[config.mk]
export PLATFORM = sky130hd
export DESIGN_NAME = issue_ctrl
export DESIGN_NICKNAME = d
export VERILOG_FILES = /design/src/rtl/issue_ctrl.sv
export SDC_FILE = /design/constraint.sdc
export NUM_CORES = 1
export LEC_CHECK = 0
export CAP_MARGIN = 40
export CELL_PAD_IN_SITES_DETAIL_PLACEMENT = 0
export CELL_PAD_IN_SITES_GLOBAL_PLACEMENT = 1
export CORE_ASPECT_RATIO = 1.2
export CORE_MARGIN = 3
export CORE_UTILIZATION = 33
export DETAILED_ROUTE_END_ITERATION = 12
export PLACE_DENSITY_LB_ADDON = 0.3
export SLEW_MARGIN = 20
export SYNTH_ARGS = -nofsm -noshare
export SYNTH_HDL_FRONTEND = slang
export SYNTH_SLANG_ARGS = --single-unit
[constraint.sdc]
create_clock -name clk -period 9.85 [get_ports clk]
set_input_delay 2.4625 -clock clk [delete_from_list [all_inputs] [get_ports clk]]
set_output_delay 2.4625 -clock clk [all_outputs]
set_load 0.03 [all_outputs]
[src/rtl/issue_ctrl.sv]
// -----------------------------------------------------------------------------
// issue_ctrl : in-order dual-issue stage behind the ID issue buffer.
//
// Each cycle the two buffer-head instructions (slot a = oldest, slot b) are
// checked against a small scoreboard (one pending load destination and one
// in-flight divide destination) and against each other. Zero, one (a) or two
// (a+b) instructions issue; the count goes back to the buffer on o_usingNUM
// and the issued instructions are registered into the lane-A/lane-B EX regs.
//
// Handshake: o_usingNUM is the "ready" answer to i_is_valid. Whatever count
// it shows in a cycle is consumed by the buffer at the next rising edge, and
// those instructions appear on o_lane_a/o_lane_b from that edge on.
//
// Ports
//   clk, rst        rising-edge clock, synchronous active-high reset
//   i_PC_set1/2     slot a / slot b instruction
//   i_is_valid      [1] slot a valid, [0] slot b valid
//   flush_BR        branch mispredict flush (drops lanes and scoreboard)
//   stall_DCache    DCache miss stall (lanes hold, divider keeps counting)
//   o_usingNUM      combinational issue count: 0, 1 or 2
//   o_lane_a/b      registered EX inputs, o_valid marks a live instruction
//   o_div_busy      registered: divide in flight
// -----------------------------------------------------------------------------
package issue_pkg;
  typedef struct packed {
    logic        o_valid;
    logic [31:0] pc;
    logic [2:0]  inst_type;
    logic [4:0]  rf_raddr1;
    logic [4:0]  rf_raddr2;
    logic [4:0]  rf_rd;
    logic        rf_we;
    logic        mem_we;
  } PC_set;
endpackage

module issue_ctrl
  import issue_pkg::*;
#(
  parameter int DIV_LAT = 8,
  parameter int BIT_MEM = 0,
  parameter int BIT_BR  = 1,
  parameter int BIT_DIV = 2
) (
  input  logic        clk,
  input  logic        rst,
  input  PC_set       i_PC_set1,
  input  PC_set       i_PC_set2,
  input  logic [1:0]  i_is_valid,
  input  logic        flush_BR,
  input  logic        stall_DCache,
  output logic [1:0]  o_usingNUM,
  output PC_set       o_lane_a,
  output PC_set       o_lane_b,
  output logic        o_div_busy
);

  localparam int CW = $clog2(DIV_LAT) + 1;
  localparam logic [CW-1:0] DIV_START = CW'(DIV_LAT - 1);

  // Scoreboard and lane registers
  PC_set          lane_a_q, lane_b_q;
  logic           ld_v_q;
  logic [4:0]     ld_rd_q;
  logic [CW-1:0]  div_cnt_q, div_cnt_d;
  logic [4:0]     div_rd_q;
  logic           div_busy_q;

  // A register index of 0 is "no operand" and never matches.
  function automatic logic reads(input PC_set x, input logic [4:0] r);
    return (r != 5'd0) && ((x.rf_raddr1 == r) || (x.rf_raddr2 == r));
  endfunction

  function automatic logic is_load(input PC_set x);
    return x.inst_type[BIT_MEM] && !x.mem_we;
  endfunction

  logic hzd_a, hzd_b, a_ok, b_ok, pair_ok, can_issue;
  logic issue_a, issue_b;

  always_comb begin
    hzd_a = (ld_v_q && reads(i_PC_set1, ld_rd_q)) ||
            ((div_cnt_q != '0) &&
             (reads(i_PC_set1, div_rd_q) || i_PC_set1.inst_type[BIT_DIV]));
    hzd_b = (ld_v_q && reads(i_PC_set2, ld_rd_q)) ||
            ((div_cnt_q != '0) &&
             (reads(i_PC_set2, div_rd_q) || i_PC_set2.inst_type[BIT_DIV]));

    // Intra-pair restrictions for dual issue.
    pair_ok = !(i_PC_set1.rf_we && reads(i_PC_set2, i_PC_set1.rf_rd)) &&
              !(i_PC_set1.rf_we && i_PC_set2.rf_we &&
                (i_PC_set1.rf_rd != 5'd0) &&
                (i_PC_set1.rf_rd == i_PC_set2.rf_rd)) &&
              !(i_PC_set1.inst_type[BIT_MEM] && i_PC_set2.inst_type[BIT_MEM]) &&
              !i_PC_set1.inst_type[BIT_BR] &&
              !i_PC_set2.inst_type[BIT_DIV];

    a_ok = i_is_valid[1] && !hzd_a;
    b_ok = a_ok && i_is_valid[0] && !hzd_b && pair_ok;

    can_issue = !rst && !flush_BR && !stall_DCache;
    issue_a   = can_issue && a_ok;
    issue_b   = can_issue && b_ok;

    o_usingNUM = issue_b ? 2'b10 : (issue_a ? 2'b01 : 2'b00);

    // Divider countdown runs regardless of stall; a new divide reloads it.
    if (issue_a && i_PC_set1.inst_type[BIT_DIV]) begin
      div_cnt_d = DIV_START;
    end else if (div_cnt_q != '0) begin
      div_cnt_d = div_cnt_q - CW'(1);
    end else begin
      div_cnt_d = div_cnt_q;
    end
  end

  always_ff @(posedge clk) begin
    if (rst) begin
      lane_a_q   <= '0;
      lane_b_q   <= '0;
      ld_v_q     <= 1'b0;
      ld_rd_q    <= 5'd0;
      div_cnt_q  <= '0;
      div_rd_q   <= 5'd0;
      div_busy_q <= 1'b0;
    end else if (flush_BR) begin
      lane_a_q   <= '0;
      lane_b_q   <= '0;
      ld_v_q     <= 1'b0;
      div_cnt_q  <= '0;
      div_busy_q <= 1'b0;
    end else begin
      div_cnt_q  <= div_cnt_d;
      div_busy_q <= (div_cnt_d != '0);
      if (!stall_DCache) begin
        if (issue_a) begin
          lane_a_q         <= i_PC_set1;
          lane_a_q.o_valid <= 1'b1;
        end else begin
          lane_a_q <= '0;
        end
        if (issue_b) begin
          lane_b_q         <= i_PC_set2;
          lane_b_q.o_valid <= 1'b1;
        end else begin
          lane_b_q <= '0;
        end
        if (issue_a && i_PC_set1.inst_type[BIT_DIV]) begin
          div_rd_q <= i_PC_set1.rf_rd;
        end
        // Two mem ops never pair, so at most one of these loads is live.
        if (issue_a && is_load(i_PC_set1) && i_PC_set1.rf_we &&
            (i_PC_set1.rf_rd != 5'd0)) begin
          ld_v_q  <= 1'b1;
          ld_rd_q <= i_PC_set1.rf_rd;
        end else if (issue_b && is_load(i_PC_set2) && i_PC_set2.rf_we &&
                     (i_PC_set2.rf_rd != 5'd0)) begin
          ld_v_q  <= 1'b1;
          ld_rd_q <= i_PC_set2.rf_rd;
        end else begin
          ld_v_q <= 1'b0;
        end
      end
    end
  end

  assign o_lane_a   = lane_a_q;
  assign o_lane_b   = lane_b_q;
  assign o_div_busy = div_busy_q;

endmodule

==> results of run 1 <==
-- stage by stage --
stage / hold slack [ns] / utilization [%]
floorplan: 0.4465 / -
global placement: 0.4343 / 49.81
detailed placement: 0.4382 / 50.00
CTS: 0.4463 / 54.30
global route: 0.4749 / 54.30
finish: 0.4446 / 54.30
-- worst max-delay path by stage --
stage                  startpoint  slack, ns       endpoint  cells past startpoint
floorplan           i_PC_set1[11]       3.27  o_usingNUM[0]                      7
global placement     i_PC_set1[6]       1.78  o_usingNUM[1]                      9
detailed placement   i_PC_set1[2]       1.74  o_usingNUM[1]                      7
CTS                  i_PC_set1[4]       1.75  o_usingNUM[1]                      7
global route         i_PC_set1[4]       1.60  o_usingNUM[1]                      8
finish               i_PC_set1[2]       1.76  o_usingNUM[1]                      7
-- placed cells by master, fill, tap and decap left out, types with 4 or more instances in the layout --
cell type	synthesis	layout
a211oi_1	10	10
a21o_1	4	4
a21oi_1	6	6
a22o_1	101	101
clkbuf_16	0	17
clkbuf_8	0	4
clkdlybuf4s50_1	0	218
dfxtp_1	122	122
inv_1	4	4
mux2i_1	10	10
nand2_1	9	9
nand3_1	5	5
nor2_1	20	19
nor2b_1	4	4
nor3_1	11	11
o21ai_0	5	5
xnor2_1	22	22
xor2_1	34	34
-- worst min-delay path, stage by stage, from the launching register on --
cell and delay (ns):
dfxtp_1 0.31, nand2_1 0.05, nand2_1 0.04
-- power groups by stage --
stage | clock network, W | logic, W | registers, W
after floorplan | 0 | 0.0000555 | 0.000530
after global placement | 0 | 0.000140 | 0.000519
after detailed placement | 0 | 0.000143 | 0.000519
final | 0.000628 | 0.000144 | 0.000509
after CTS | 0.000643 | 0.000144 | 0.000509
after global routing | 0.000668 | 0.000154 | 0.000510
-- state kept, by name, indices dropped and copies added, names as in the netlist --
register / count
div_cnt_q: 4
div_rd_q: 5
ld_rd_q: 5
ld_v_q: 1
o_div_busy: 1
o_lane_a: 53
o_lane_b: 53
-- kinds of logic (layout without fill, tap and decap cells) --
kind of cell,Yosys count,count (layout)
fa+ha+maj,1,1
flops,122,122
compound gates,137,137
simple gates,65,65
buf+inv,46,256
mux,10,10
xor+xnor,56,56
-- area by class of cell --
type,count,area (µm²)
Clock buffer,23,488.0
Clock inverter,7,115.1
Fill cell,1223,6424
Inverter,4,15.01
Multi-Input combinational cell,269,2125
Sequential cell,122,2442
Tap cell,171,214.0
Timing Repair Buffer,222,2232
-- layer usage --
metal	up-vias	track usage, %	routed length (µm)
met1	1971	22.51	6153
met4	0	5.918	238
met5	-	0	0
met2	116	32.49	7953
met3	11	6.416	907
li1	1996	-	-
==> flow_summary.yaml, run 1 <==
cts:
  clk_path_buf_depth: 2
  postCtsSetupBuffers: 0
  cts_tree: "done"
  ctsResizeCount: 0
  cts_made_buffers: 17
  cts-root-buf: "clkbuf_16"
  hold_buffers: 0
  htree_levels: 4
  clk_pin_slew_ns: 0.05
  cts.sinks: 122
  insertion_delay_ns: 0.40
final_layout:
  fin_area_um2: 7631
  nNetsFinal: 749
  instances_no_fill: 818
  syn_to_final_growth_pct: 57.56
  drive_gt1_share_pct: 6.491
  diodes: 0
worst_hold_path:
  holdPathEnd: "o_lane_a[19]$_SDFFE_PP0N_"
  worstHoldPathCells: 2
  hold_class: "reg -> reg"
  holdCritStartpoint: "o_lane_a[19]$_SDFFE_PP0N_"
routing:
  dr_total_vias: 4094
  vias_per_cell: 5.005
  drt_iter0_markers: 122
  drc: 0
  drtAntennaViolNets: 0
  drt_wl_total_um: 15250
  detail_route.first_pass.iterations: 4
  wire_per_inst_um: 18.65
synthesis:
  seq_area_frac_synth_pct: 50.43
  yosysWarnings: 0
  synthMuxAreaShare_pct: 2.067
  synth_largest_area_cell: "dfxtp_1"
  ys.flop_type: "dfxtp_1"
  netlist-cell-type-count: 41
  synthXorXnorAreaFrac_pct: 10.13
  postSynth.asyncResetShare_pct: 0
  syn_area_per_cell_um2: 11.08
  synth-simple-area-share_pct: 7.337
  postSynthCellCount: 437
  synthAdderAreaFrac_pct: 0.2583
  ys_seq_elements: 122
  yosysMostFrequentCell: "dfxtp_1"
  synth_edf_count: 0
  syn_area_um2: 4843
  synth_fp_nets: 550
  synth_top_family_by_area: "compound AO/OA/AOI/OAI gates"
  synthTopCellsByCount: "dfxtp_1 (122), a22o_1 (101), xor2_1 (34)"
  synth_top_area_share_pct: 50.43
  synth_area_leaders: "dfxtp_1 (50%), a22o_1 (18%), xor2_1 (6.1%)"
  synth-compound-area-share_pct: 23.90
critical_path:
  crit_type: "in -> out"
  ff2ff_setup_slack_ns: 7.17
  crit_path_frequent_cell: "clkdlybuf4s50_1"
  r2r_start: "div_cnt_q[0]$_SDFF_PP0_"
  required_ns: 7.39
  slowest_delay_ns: 0.78
  rr_endpoint: "o_lane_b[16]$_SDFFE_PP0N_"
  cp_cell_sequence: "clkdlybuf4s50_1 -> or4_1 -> o21ai_1 -> o221a_4 -> and2_2 -> buf_4 -> clkdlybuf4s50_1"
  critPathTopFamily: "buffers and inverters"
  critPathCaptureType: "output pin"
  arrival_ns: 5.63
  rr_worst_depth: 8
  crit_buf_inv: 3
  start_kind: "input port"
  cp_slowest_cell: "clkdlybuf4s50_1"
  crit_fanout: 53
sta:
  tightest_slew_ns: 0.6480
  fin_skew_ns: 0.006636
  finalSetupTns_ns: 0
  period_needed_ns: 8.088
  rsz0062_at_grt: "no"
  finalHoldViolCount: 0
  fmax_mhz: 123.6
  setup_violations: 0
  slew_headroom_pct: 56.80
  slew_violations: 0
  worst_slack_ns: 1.762
  finalCritPeriodShare_pct: 82.11
floorplanning:
  core_um2: 14050
  dieWidth_um: 116.6
  initial_core_util_pct: 34.46
  io_pins: 221
  die_h_um: 138.7
  fp-row-count: 47
  die-area_um2: 16170
power_and_ir_drop:
  ir_drop_uv: 103.8
  p_total_w: 0.001281
  p_seq_share_pct: 39.8
  p_int_w: 0.0009991
  clkPwrFrac_pct: 49.0
  p_sw_share_pct: 21.98
  power.density_nw_per_um2: 167.8
  p_switching_w: 0.0002815
  p_comb_share_pct: 11.2
  p_leak_nw: 2.986
global_route:
  antenna_found_initial: 0
  grt_pass1_vias: 4348
  grt_max_degree: 63
  overflow: 0
  grt_pass1_wl_um: 23940
  grtUsageTotal_pct: 19.11
placed_design:
  gp_congestion: 0.8034
  dp_hpwl_um: 11300
  placed_cells: 788
  place_area_um2: 7028
  pre_cts_ws_ns: 1.743
  portBuffers: 218
outcome:
  status: "finished, final reports clean"
run:
  drv_cap: 0
(Power assumes the default switching activity.)
==> run 2, diff against run 1 <==
CORE_UTILIZATION = 31   (was 33)
clock period = 7.89 ns   (was 9.85 ns; I/O delays follow)
==> flow_summary.yaml, run 2 (same netlist as run 1, synthesis figures left out) <==
cts:
  postCtsSetupBuffers: 0
  clk_path_buf_depth: 2
  cts_tree: "done"
  insertion_delay_ns: 0.40
  htree_levels: 4
  ctsResizeCount: 0
  hold_buffers: 0
  clk_pin_slew_ns: 0.06
  cts-root-buf: "clkbuf_16"
  cts_made_buffers: 17
  cts.sinks: 122
placed_design:
  place_area_um2: 7069
  dp_hpwl_um: 11500
  portBuffers: 218
  gp_congestion: 0.7813
routing:
  drt_wl_total_um: 15520
  detail_route.first_pass.iterations: 4
  dr_total_vias: 4117
  wire_per_inst_um: 18.17
  drtAntennaViolNets: 0
  vias_per_cell: 4.821
  drc: 0
  drt_iter0_markers: 142
final_layout:
  mostFrequentLayoutCell: "clkdlybuf4s50_1"
  drive_gt1_share_pct: 7.088
  final_cell_mix: "clkdlybuf4s50_1 (218), dfxtp_1 (122), a22o_1 (101)"
  syn_to_final_growth_pct: 58.82
  multi_input_area_um2: 2125
  fin_area_um2: 7692
  fillers: 1388
  nNetsFinal: 749
  ff_latch_area_um2: 2442
sta:
  tightest_slew_ns: 0.6942
  finalHoldViolCount: 0
  finalSetupTns_ns: 0
  setup_violations: 0
  period_needed_ns: 6.573
  slew_headroom_pct: 53.72
  slew_violations: 0
  fmax_mhz: 152.1
  rsz0062_at_grt: "no"
  finalCritPeriodShare_pct: 83.31
  fin_skew_ns: 0.009939
power_and_ir_drop:
  p_total_w: 0.001623
  ir_drop_uv: 140.1
  p_leak_nw: 2.983
  power.density_nw_per_um2: 211.0
worst_hold_path:
  hold_class: "reg -> reg"
floorplanning:
  die-area_um2: 17170
  initial_core_util_pct: 31.98
  dieWidth_um: 120.1
  die_h_um: 142.9
  fp-row-count: 49
  core_um2: 15140
  io_pins: 221
global_route:
  antenna_found_initial: 1
  overflow: 0
  grtUsageTotal_pct: 17.84
  grt_pass1_vias: 4385
  grt_max_degree: 66
  grt_pass1_wl_um: 24050
critical_path:
  critPathCaptureType: "output pin"
  crit_fanout: 8
  required_ns: 5.92
  start_kind: "input port"
  arrival_ns: 4.60
  crit_type: "in -> out"
outcome:
  status: "finished, final reports clean"
run:
  drv_cap: 0
==> run 2: per-layer routing <==
| metal | track usage [%] | up-vias | share of wire, % |
|---|---|---|---|
| met5 | 0 | - | 0 |
| met4 | 6.815 | 0 | 1.9 |
| met3 | 5.666 | 18 | 6.0 |
| met2 | 30.43 | 115 | 51 |
| met1 | 20.96 | 1983 | 41 |
| li1 | - | 2001 | - |
==> run 2: layout make-up <==
cell class	instances	share of cell area, %
Antenna cell	1	0.03253
Clock buffer	19	5.888
Clock inverter	13	2.180
Inverter	4	0.1952
Multi-Input combinational cell	269	27.62
Sequential cell	122	31.75
Tap cell	204	3.318
Timing Repair Buffer	222	29.02
==> run 2: report_power, final <==
group / internal [W] / switching (W) / total, W
clock network: 0.000516 / 0.000293 / 0.000809
registers: 0.000627 / 0.00000749 / 0.000635
logic: 0.0000939 / 0.0000851 / 0.000179
==> run 2: metrics by stage <==
stage | setup WS (ns) | utilization [%] | hold WS (ns) | instances
finish | 1.317 | 50.80 | 0.4492 | 854
global route | 1.200 | 50.80 | 0.4709 | 854
CTS | 1.307 | 50.78 | 0.4503 | 853
detailed placement | 1.314 | 46.68 | 0.4392 | 821
global placement | 1.297 | 46.50 | 0.4348 | 820
floorplan | 2.288 | - | 0.4465 | 437
==> run 2: worst paths after layout <==
check        slack (ns)                 startpoint  cells after the start                         to
max                1.32               i_PC_set1[2]                      6              o_usingNUM[1]
min                0.45  o_lane_a[19]$_SDFFE_PP0N_                      2  o_lane_a[19]$_SDFFE_PP0N_
max reg2reg        5.24    div_cnt_q[0]$_SDFF_PP0_                      8  o_lane_b[17]$_SDFFE_PP0N_
min reg2reg        0.45  o_lane_a[19]$_SDFFE_PP0N_                      2  o_lane_a[19]$_SDFFE_PP0N_
==> run 2: worst max-delay path, stage by stage <==
cell             delay (ns)
clkdlybuf4s50_1        0.62
or4_1                  0.60
o21ai_1                0.25
o221a_4                0.29
and2_2                 0.17
clkdlybuf4s50_1        0.69
